$ cat config.mk
export PLATFORM = sky130hd
export DESIGN_NAME = ro_puf_sequencer_flat
export DESIGN_NICKNAME = d
export VERILOG_FILES = /design/src/rtl/ro_puf_sequencer_if.sv /design/src/rtl/ro_puf_sequencer.sv /design/src/flat_wrapper.sv
export SDC_FILE = /design/constraint.sdc
export NUM_CORES = 1
export LEC_CHECK = 0
export BUFFER_PORTS_ARGS = -buffer_cell sky130_fd_sc_hd__buf_2
export CAP_MARGIN = 40
export CORE_UTILIZATION = 56
export DETAILED_ROUTE_END_ITERATION = 8
export PLACE_DENSITY = 0.8
export SYNTH_ARGS = -nofsm -noshare
export SYNTH_HDL_FRONTEND = slang
export SYNTH_SLANG_ARGS = --single-unit
$ cat constraint.sdc
create_clock -name clock -period 2.65 [get_ports clock]
set_clock_uncertainty 0.15 [all_clocks]
set_input_delay 0 -clock clock [delete_from_list [all_inputs] [get_ports clock]]
set_output_delay 0 -clock clock [all_outputs]
set_load 0.02 [all_outputs]
$ cat src/rtl/ro_puf_sequencer_if.sv
// rtl/ro_puf_sequencer_if.sv - handshake, challenge, counter and response bundle for the RO PUF sequencer
interface ro_puf_sequencer_if #(
  parameter int NUM_BITS = 8,
  parameter int CNT_W    = 12
);
  logic                start;
  logic                abort;
  logic [3:0]          challenge_base;
  logic [3:0]          stride;
  logic [CNT_W-1:0]    cnt1;
  logic [CNT_W-1:0]    cnt2;
  logic [3:0]          select1;
  logic [3:0]          select2;
  logic                ro_enable;
  logic                ro_reset;
  logic                busy;
  logic                done;
  logic [NUM_BITS-1:0] response;
  logic [NUM_BITS-1:0] tie_mask;

  // Host side: issues runs and presents the RO counter values
  modport master (
    output start, abort, challenge_base, stride, cnt1, cnt2,
    input  select1, select2, ro_enable, ro_reset, busy, done, response, tie_mask
  );

  // Sequencer side
  modport slave (
    input  start, abort, challenge_base, stride, cnt1, cnt2,
    output select1, select2, ro_enable, ro_reset, busy, done, response, tie_mask
  );
endinterface

$ cat src/rtl/ro_puf_sequencer.sv
// rtl/ro_puf_sequencer.sv - steps the RO PUF through challenge pairs and assembles response and tie mask
module ro_puf_sequencer #(
  parameter int NUM_BITS = 8,
  parameter int CNT_W    = 12,
  parameter int WINDOW   = 4095,
  parameter int SETTLE   = 4,
  parameter int SYNC_CYC = 3
) (
  input logic            clock,
  input logic            reset,
  ro_puf_sequencer_if.slave bus
);

  typedef enum logic [2:0] {
    IDLE      = 3'd0,
    SETTLE_ST = 3'd1,
    MEASURE   = 3'd2,
    HOLD      = 3'd3,
    CAPTURE   = 3'd4,
    DONE      = 3'd5
  } state_t;

  // One shared phase counter times every fixed-length state, so size it for the longest one
  localparam int MAX_AB = (WINDOW > SETTLE) ? WINDOW : SETTLE;
  localparam int MAXC   = (MAX_AB > SYNC_CYC) ? MAX_AB : SYNC_CYC;
  localparam int PW     = (MAXC > 1) ? $clog2(MAXC) : 1;

  localparam logic [PW-1:0] SETTLE_LAST = PW'(SETTLE - 1);
  localparam logic [PW-1:0] WINDOW_LAST = PW'(WINDOW - 1);
  localparam logic [PW-1:0] SYNC_LAST   = PW'(SYNC_CYC - 1);
  localparam logic [3:0]    LAST_IDX    = 4'(NUM_BITS - 1);

  state_t              state, state_n;
  logic [PW-1:0]       phase;
  logic [3:0]          idx;
  logic [3:0]          base_q;
  logic [3:0]          stride_q;
  logic [NUM_BITS-1:0] shadow_resp, shadow_tie;
  logic [NUM_BITS-1:0] response_q, tie_q;
  logic [NUM_BITS-1:0] resp_next, tie_next;

  logic accept;
  logic do_capture;
  logic ro_enable_c, ro_reset_c, busy_c, done_c;
  logic cnt_ge, cnt_eq;

  // Abort wins over start, so an abort held in IDLE also blocks a new run
  assign accept     = (state == IDLE) && bus.start && !bus.abort;
  assign do_capture = (state == CAPTURE) && !bus.abort;

  // Counters are frozen by the time CAPTURE samples them; plain unsigned compare
  assign cnt_ge = (bus.cnt1 >= bus.cnt2);
  assign cnt_eq = (bus.cnt1 == bus.cnt2);

  // Merge the current bit into the shadows; loop avoids a width-mismatched bit select
  always_comb begin
    resp_next = shadow_resp;
    tie_next  = shadow_tie;
    for (int b = 0; b < NUM_BITS; b++) begin
      if (idx == 4'(b)) begin
        resp_next[b] = cnt_ge;
        tie_next[b]  = cnt_eq;
      end
    end
  end

  // Next-state and Moore control outputs
  always_comb begin
    state_n     = state;
    ro_enable_c = 1'b0;
    ro_reset_c  = 1'b1;
    busy_c      = 1'b1;
    done_c      = 1'b0;
    case (state)
      IDLE: begin
        busy_c = 1'b0;
        if (accept) state_n = SETTLE_ST;
      end
      SETTLE_ST: begin
        ro_enable_c = 1'b1;
        if (phase == SETTLE_LAST) state_n = MEASURE;
      end
      MEASURE: begin
        ro_enable_c = 1'b1;
        ro_reset_c  = 1'b0;
        if (phase == WINDOW_LAST) state_n = HOLD;
      end
      HOLD: begin
        ro_reset_c = 1'b0;
        if (phase == SYNC_LAST) state_n = CAPTURE;
      end
      CAPTURE: begin
        ro_reset_c = 1'b0;
        state_n    = (idx == LAST_IDX) ? DONE : SETTLE_ST;
      end
      DONE: begin
        done_c  = 1'b1;
        state_n = IDLE;
      end
      default: begin
        state_n = IDLE;
      end
    endcase
    if (bus.abort && (state != IDLE)) state_n = IDLE;
  end

  // State register
  always_ff @(posedge clock or negedge reset) begin
    if (!reset) state <= IDLE;
    else        state <= state_n;
  end

  // Phase counter restarts on every state change and only runs in timed states
  always_ff @(posedge clock or negedge reset) begin
    if (!reset) begin
      phase <= '0;
    end else if (state_n != state) begin
      phase <= '0;
    end else if ((state == SETTLE_ST) || (state == MEASURE) || (state == HOLD)) begin
      phase <= phase + PW'(1);
    end
  end

  // Challenge latch and bit index
  always_ff @(posedge clock or negedge reset) begin
    if (!reset) begin
      base_q   <= 4'd0;
      stride_q <= 4'd0;
      idx      <= 4'd0;
    end else if (accept) begin
      base_q   <= bus.challenge_base;
      stride_q <= (bus.stride == 4'd0) ? 4'd1 : bus.stride;
      idx      <= 4'd0;
    end else if (do_capture && (idx != LAST_IDX)) begin
      idx <= idx + 4'd1;
    end
  end

  // Per-bit shadows; the visible response only moves on the edge into DONE
  always_ff @(posedge clock or negedge reset) begin
    if (!reset) begin
      shadow_resp <= '0;
      shadow_tie  <= '0;
      response_q  <= '0;
      tie_q       <= '0;
    end else begin
      if (accept) begin
        shadow_resp <= '0;
        shadow_tie  <= '0;
      end else if (do_capture) begin
        shadow_resp <= resp_next;
        shadow_tie  <= tie_next;
        if (idx == LAST_IDX) begin
          response_q <= resp_next;
          tie_q      <= tie_next;
        end
      end
    end
  end

  // Stride is forced non-zero at latch time, so the two selects never coincide
  assign bus.select1   = base_q + idx;
  assign bus.select2   = base_q + idx + stride_q;
  assign bus.ro_enable = ro_enable_c;
  assign bus.ro_reset  = ro_reset_c;
  assign bus.busy      = busy_c;
  assign bus.done      = done_c;
  assign bus.response  = response_q;
  assign bus.tie_mask  = tie_q;

endmodule

$ cat src/flat_wrapper.sv
// flat-port wrapper written by rule: the top's interface ports become plain ports
module ro_puf_sequencer_flat 
#(
  parameter int NUM_BITS = 8,
  parameter int CNT_W    = 12,
  parameter int WINDOW   = 4095,
  parameter int SETTLE   = 4,
  parameter int SYNC_CYC = 3
)
  (clock, reset, bus_start, bus_abort, bus_challenge_base, bus_stride, bus_cnt1, bus_cnt2, bus_select1, bus_select2, bus_ro_enable, bus_ro_reset, bus_busy, bus_done, bus_response, bus_tie_mask);
  ro_puf_sequencer_if #(.NUM_BITS(NUM_BITS), .CNT_W(CNT_W)) bus_i ();
  input logic clock;
  input logic reset;
  input wire logic [$bits(bus_i.start)-1:0] bus_start;
  input wire logic [$bits(bus_i.abort)-1:0] bus_abort;
  input wire logic [$bits(bus_i.challenge_base)-1:0] bus_challenge_base;
  input wire logic [$bits(bus_i.stride)-1:0] bus_stride;
  input wire logic [$bits(bus_i.cnt1)-1:0] bus_cnt1;
  input wire logic [$bits(bus_i.cnt2)-1:0] bus_cnt2;
  output wire logic [$bits(bus_i.select1)-1:0] bus_select1;
  output wire logic [$bits(bus_i.select2)-1:0] bus_select2;
  output wire logic [$bits(bus_i.ro_enable)-1:0] bus_ro_enable;
  output wire logic [$bits(bus_i.ro_reset)-1:0] bus_ro_reset;
  output wire logic [$bits(bus_i.busy)-1:0] bus_busy;
  output wire logic [$bits(bus_i.done)-1:0] bus_done;
  output wire logic [$bits(bus_i.response)-1:0] bus_response;
  output wire logic [$bits(bus_i.tie_mask)-1:0] bus_tie_mask;
  assign bus_i.start = bus_start;
  assign bus_i.abort = bus_abort;
  assign bus_i.challenge_base = bus_challenge_base;
  assign bus_i.stride = bus_stride;
  assign bus_i.cnt1 = bus_cnt1;
  assign bus_i.cnt2 = bus_cnt2;
  assign bus_select1 = bus_i.select1;
  assign bus_select2 = bus_i.select2;
  assign bus_ro_enable = bus_i.ro_enable;
  assign bus_ro_reset = bus_i.ro_reset;
  assign bus_busy = bus_i.busy;
  assign bus_done = bus_i.done;
  assign bus_response = bus_i.response;
  assign bus_tie_mask = bus_i.tie_mask;
  ro_puf_sequencer #(.NUM_BITS(NUM_BITS), .CNT_W(CNT_W), .WINDOW(WINDOW), .SETTLE(SETTLE), .SYNC_CYC(SYNC_CYC)) u_core (.clock(clock), .reset(reset), .bus(bus_i));
endmodule
==> reports/summary.txt <==
==========================================================================================
Run status .................................................................. finished, violations left
Failing checks .............................................................. negative setup slack
Starting utilization of the core area .......................................        59.2%
Seq/Total Area, Yosys .......................................................        42.7%
Antenna violations before repair ............................................            0
Detailed route wirelength on metal3 .........................................       277 µm
Type of destination of the critical path ....................................   output pin
Fraction of final layout cells with drive strength greater than 1 ...........        25.8%
Worst hold slack ............................................................    0.0294 ns
Initial DRC Count ...........................................................          167
Post-Synthesis Cells ........................................................          352
Max-slew headroom at the worst pin ..........................................        60.2%
Post-synth ARST share .......................................................         100%
Worst setup path startpoint ................................................. u_core.idx[0]
Most common library cell in the layout ignoring fill and taps ............... sky130_fd_sc_hd__buf_2
Clock edge transition at the registers on the reported setup and hold paths .      0.07 ns
Metal-1 WL ..................................................................      3170 µm
Yosys cell types ............................................................           49
Kind of start point of the critical path ....................................         flop
Area of the mapped netlist ..................................................     3340 µm²
Total power after layout ....................................................      3.12 mW
Cell-by-cell trace of the critical path ..................................... ha_2, fa_2, ha_4, a21o_1, a21oi_2, xor2_1, xnor2_1, buf_4
Post-route worst setup slack ................................................   -0.0223 ns
Aggregate global-route resource usage .......................................        26.0%
Worst IR drop on VDD ........................................................     0.695 mV
Highest clock frequency the design can meet .................................      374 MHz
Primary flip-flop cell chosen by synthesis mapping .......................... sky130_fd_sc_hd__dfrtp_1
Inserted Clock Buffers ......................................................            9
Count of flip-flops with a built-in enable after synthesis ..................            0
Number of slew-limit violations in the final report .........................            0
Number of port buffers ......................................................           63
Most used cells in the layout excluding fill and tap cells .................. sky130_fd_sc_hd__buf_2 (61), sky130_fd_sc_hd__nand2_1 (58), sky130_fd_sc_hd__dfrtp_1 (57)
Ant. Diodes .................................................................            0
Actual transition at the worst max-transition pin ...........................     0.595 ns
Flip-flop and latch count after synthesis ...................................           57
Hold Path Origin ............................................................    bus_start
Post-Syn Area per Cell ......................................................     9.49 µm²
Rows ........................................................................           27
Final core utilization ......................................................        73.0%
Parity-gate share of the synthesized area counting xor and xnor cells .......        5.24%
Count of fill cells added during filler insertion ...........................          438
Detailed-router iteration count before antenna repair .......................            4
Maximum fanout encountered on the critical timing path ......................            2
Root buffer cell ............................................................ sky130_fd_sc_hd__clkbuf_8
CP bufs+invs ................................................................            1
Core Box Area ...............................................................     5640 µm²
Final setup violating endpoints .............................................            1
Critical path's slowest cell ................................................ sky130_fd_sc_hd__fa_2
Worst path arrival time .....................................................      2.52 ns
Maximum Capacitance Violations ..............................................            0
TritonCTS clock tree ........................................................          yes
Placed Instance Area ........................................................     3730 µm²
Maximum number of pins on one net before global-route repair ................           44
Kind of cell with the highest combined delay on the critical path ...........  adder cells
Share of cell area taken by muxes after synthesis ...........................        2.40%
Total grt overflow ..........................................................            0
Final antenna-violating net count ...........................................            0
Die Outline Area ............................................................     6280 µm²
Post-DR wirelength/cell .....................................................      14.1 µm
Die Y .......................................................................      79.2 µm
Biggest cell delay along the critical path ..................................      0.57 ns
Detailed-route vias per instance ............................................         5.39
Placed wire-length estimate after detailed placement ........................      5060 µm
Post-layout nets ............................................................          495
Final critical-path required period .........................................      2.67 ns
LEAKAGE .....................................................................      2.03 nW
Adder-cell area share of the yosys netlist ..................................        10.2%
Startpoint-to-endpoint class of the critical path ...........................   reg -> out
Final critical-path share of the clock period ...............................         101%
Power density cells .........................................................   757 nW/µm²
Unrepaired setup endpoints after global routing .............................         true
Vias in the first global route ..............................................         2760
Post-Route WL ...............................................................      7220 µm
Compound-cell area share of the yosys netlist ...............................        15.1%
Main combinational cell family by area after synthesis ...................... simple AND/OR/NAND/NOR gates
Syn. warnings ...............................................................            0
Maximum number of buffers from clock root to sink ...........................            2
Clk sinks ...................................................................           57
Die extent in x .............................................................      79.2 µm
Topmost layer with routed signal wires ......................................         met4
Fin area ....................................................................     4120 µm²
Amount of wire on met2 after detailed routing ...............................      3640 µm
First-pass GRT wire length ..................................................     12400 µm
Count of vias placed by the detailed router .................................         2750
Number of H-tree branching levels ...........................................            3
Final estimated routing congestion in global placement ......................        0.842
Number of top-level design ports ............................................           64
DRC .........................................................................            0
Origin of the critical flop-to-flop path .................................... u_core.state[1]
Number of nets in the synthesized netlist ...................................          414
Number of endpoints with negative hold slack in the final report ............            0
Worst endpoint required time ................................................      2.50 ns
Area growth, synth to finish ................................................        23.3%
Insertion delay to the later sink of the worst-skew pair ....................      0.34 ns
HP Class ....................................................................    in -> reg
Simple-gate share of the synthesized area ...................................        19.8%
==========================================================================================
==> where the power goes <==
group	switching (mW)	internal, mW
clock	0.365	0.557
sequential	0.121	0.962
combinational	0.645	0.466
total	1.13	1.99
==> sequential cells by signal (all words and copies together) (netlist names) <==
signal               flops
u_core.base_q            4
u_core.state             3
u_core.bus.tie_mask      8
u_core.stride_q          4
u_core.bus.response      8
u_core.idx               4
u_core.shadow_tie        7
u_core.phase            12
u_core.shadow_resp       7
==> logic make-up (layout without fill, tap and decap cells) <==
kind of cell / after synthesis / after routing
XOR/XNOR: 20 / 20
adder cells (fa/ha/maj): 26 / 26
flip-flops: 57 / 57
AND/OR/NAND/NOR: 133 / 133
AO/OA/AOI/OAI: 73 / 73
multiplexers: 8 / 8
buffers and inverters: 35 / 121
==> cell usage after synthesis (5+ instances only) <==
cell type	count	area [µm²]
sky130_fd_sc_hd__a21oi_1	7	35.0
sky130_fd_sc_hd__a22o_1	7	61.3
sky130_fd_sc_hd__buf_2	6	30.0
sky130_fd_sc_hd__dfrtp_1	57	1430
sky130_fd_sc_hd__ha_1	24	300
sky130_fd_sc_hd__inv_1	19	71.3
sky130_fd_sc_hd__mux2i_1	8	80.1
sky130_fd_sc_hd__nand2_1	58	218
sky130_fd_sc_hd__nand3_1	7	35.0
sky130_fd_sc_hd__nand4_1	9	56.3
sky130_fd_sc_hd__nor2_1	17	63.8
sky130_fd_sc_hd__nor2_2	11	68.8
sky130_fd_sc_hd__o21ai_0	25	125
sky130_fd_sc_hd__o2bb2ai_1	8	70.1
sky130_fd_sc_hd__or3_1	5	31.3
sky130_fd_sc_hd__xnor2_1	9	78.8
sky130_fd_sc_hd__xor2_1	11	96.3
==> final timing paths <==
kind                            cells after the start  slack [ns]                endpoint
worst max-delay path                                8       -0.02          bus_select2[3]
max in group asynchronous                           3        1.36  u_core.bus.response[0]
worst max register to register                      5        0.46           u_core.idx[3]
worst min-delay path                                5        0.03        u_core.base_q[3]
min in group asynchronous                           3        0.14   u_core.shadow_resp[2]
worst min register to register                      2        0.32  u_core.bus.response[1]
==> worst min-delay path: stages <==
cell	delay, ns
sky130_fd_sc_hd__buf_2	0.10
sky130_fd_sc_hd__nand3_1	0.07
sky130_fd_sc_hd__buf_4	0.19
sky130_fd_sc_hd__nand2_1	0.07
sky130_fd_sc_hd__nand2_1	0.05
==> cell type report <==
class / instances / area [µm²] / area share (%)
clock inverters: 6 / 90.1 / 2.19
inverters: 19 / 71.3 / 1.73
clock buffers: 10 / 138 / 3.34
flip-flops and latches: 57 / 1430 / 34.6
multi-input cells: 260 / 1780 / 43.3
repair buffers: 86 / 520 / 12.6
well taps: 72 / 90.1 / 2.19
==> what timing repair did <==
action,in CTS,in global routing
setup endpoints to repair,1,1
buffers inserted,2,1
endpoints found under the hold margin,66,0
hold buffers,11,0
gates resized for setup,4,2
pin swaps,6,2
==> per-layer routing <==
layer,GRT usage (%),up-vias
li1,-,1383
met1,30.4,1291
met2,45.7,62
met3,6.55,14
met4,10.0,0
met5,0,-
==> through the flow <==
step                TNS, ns  worst slack, ns  cells
finish              -0.0223          -0.0223    510
global route         -0.147           -0.143    510
CTS                 -0.0442          -0.0442    509
detailed placement        0            0.269    480
global placement          0            0.278    480
floorplan                 0            0.118    352
(Power assumes the default switching activity.)
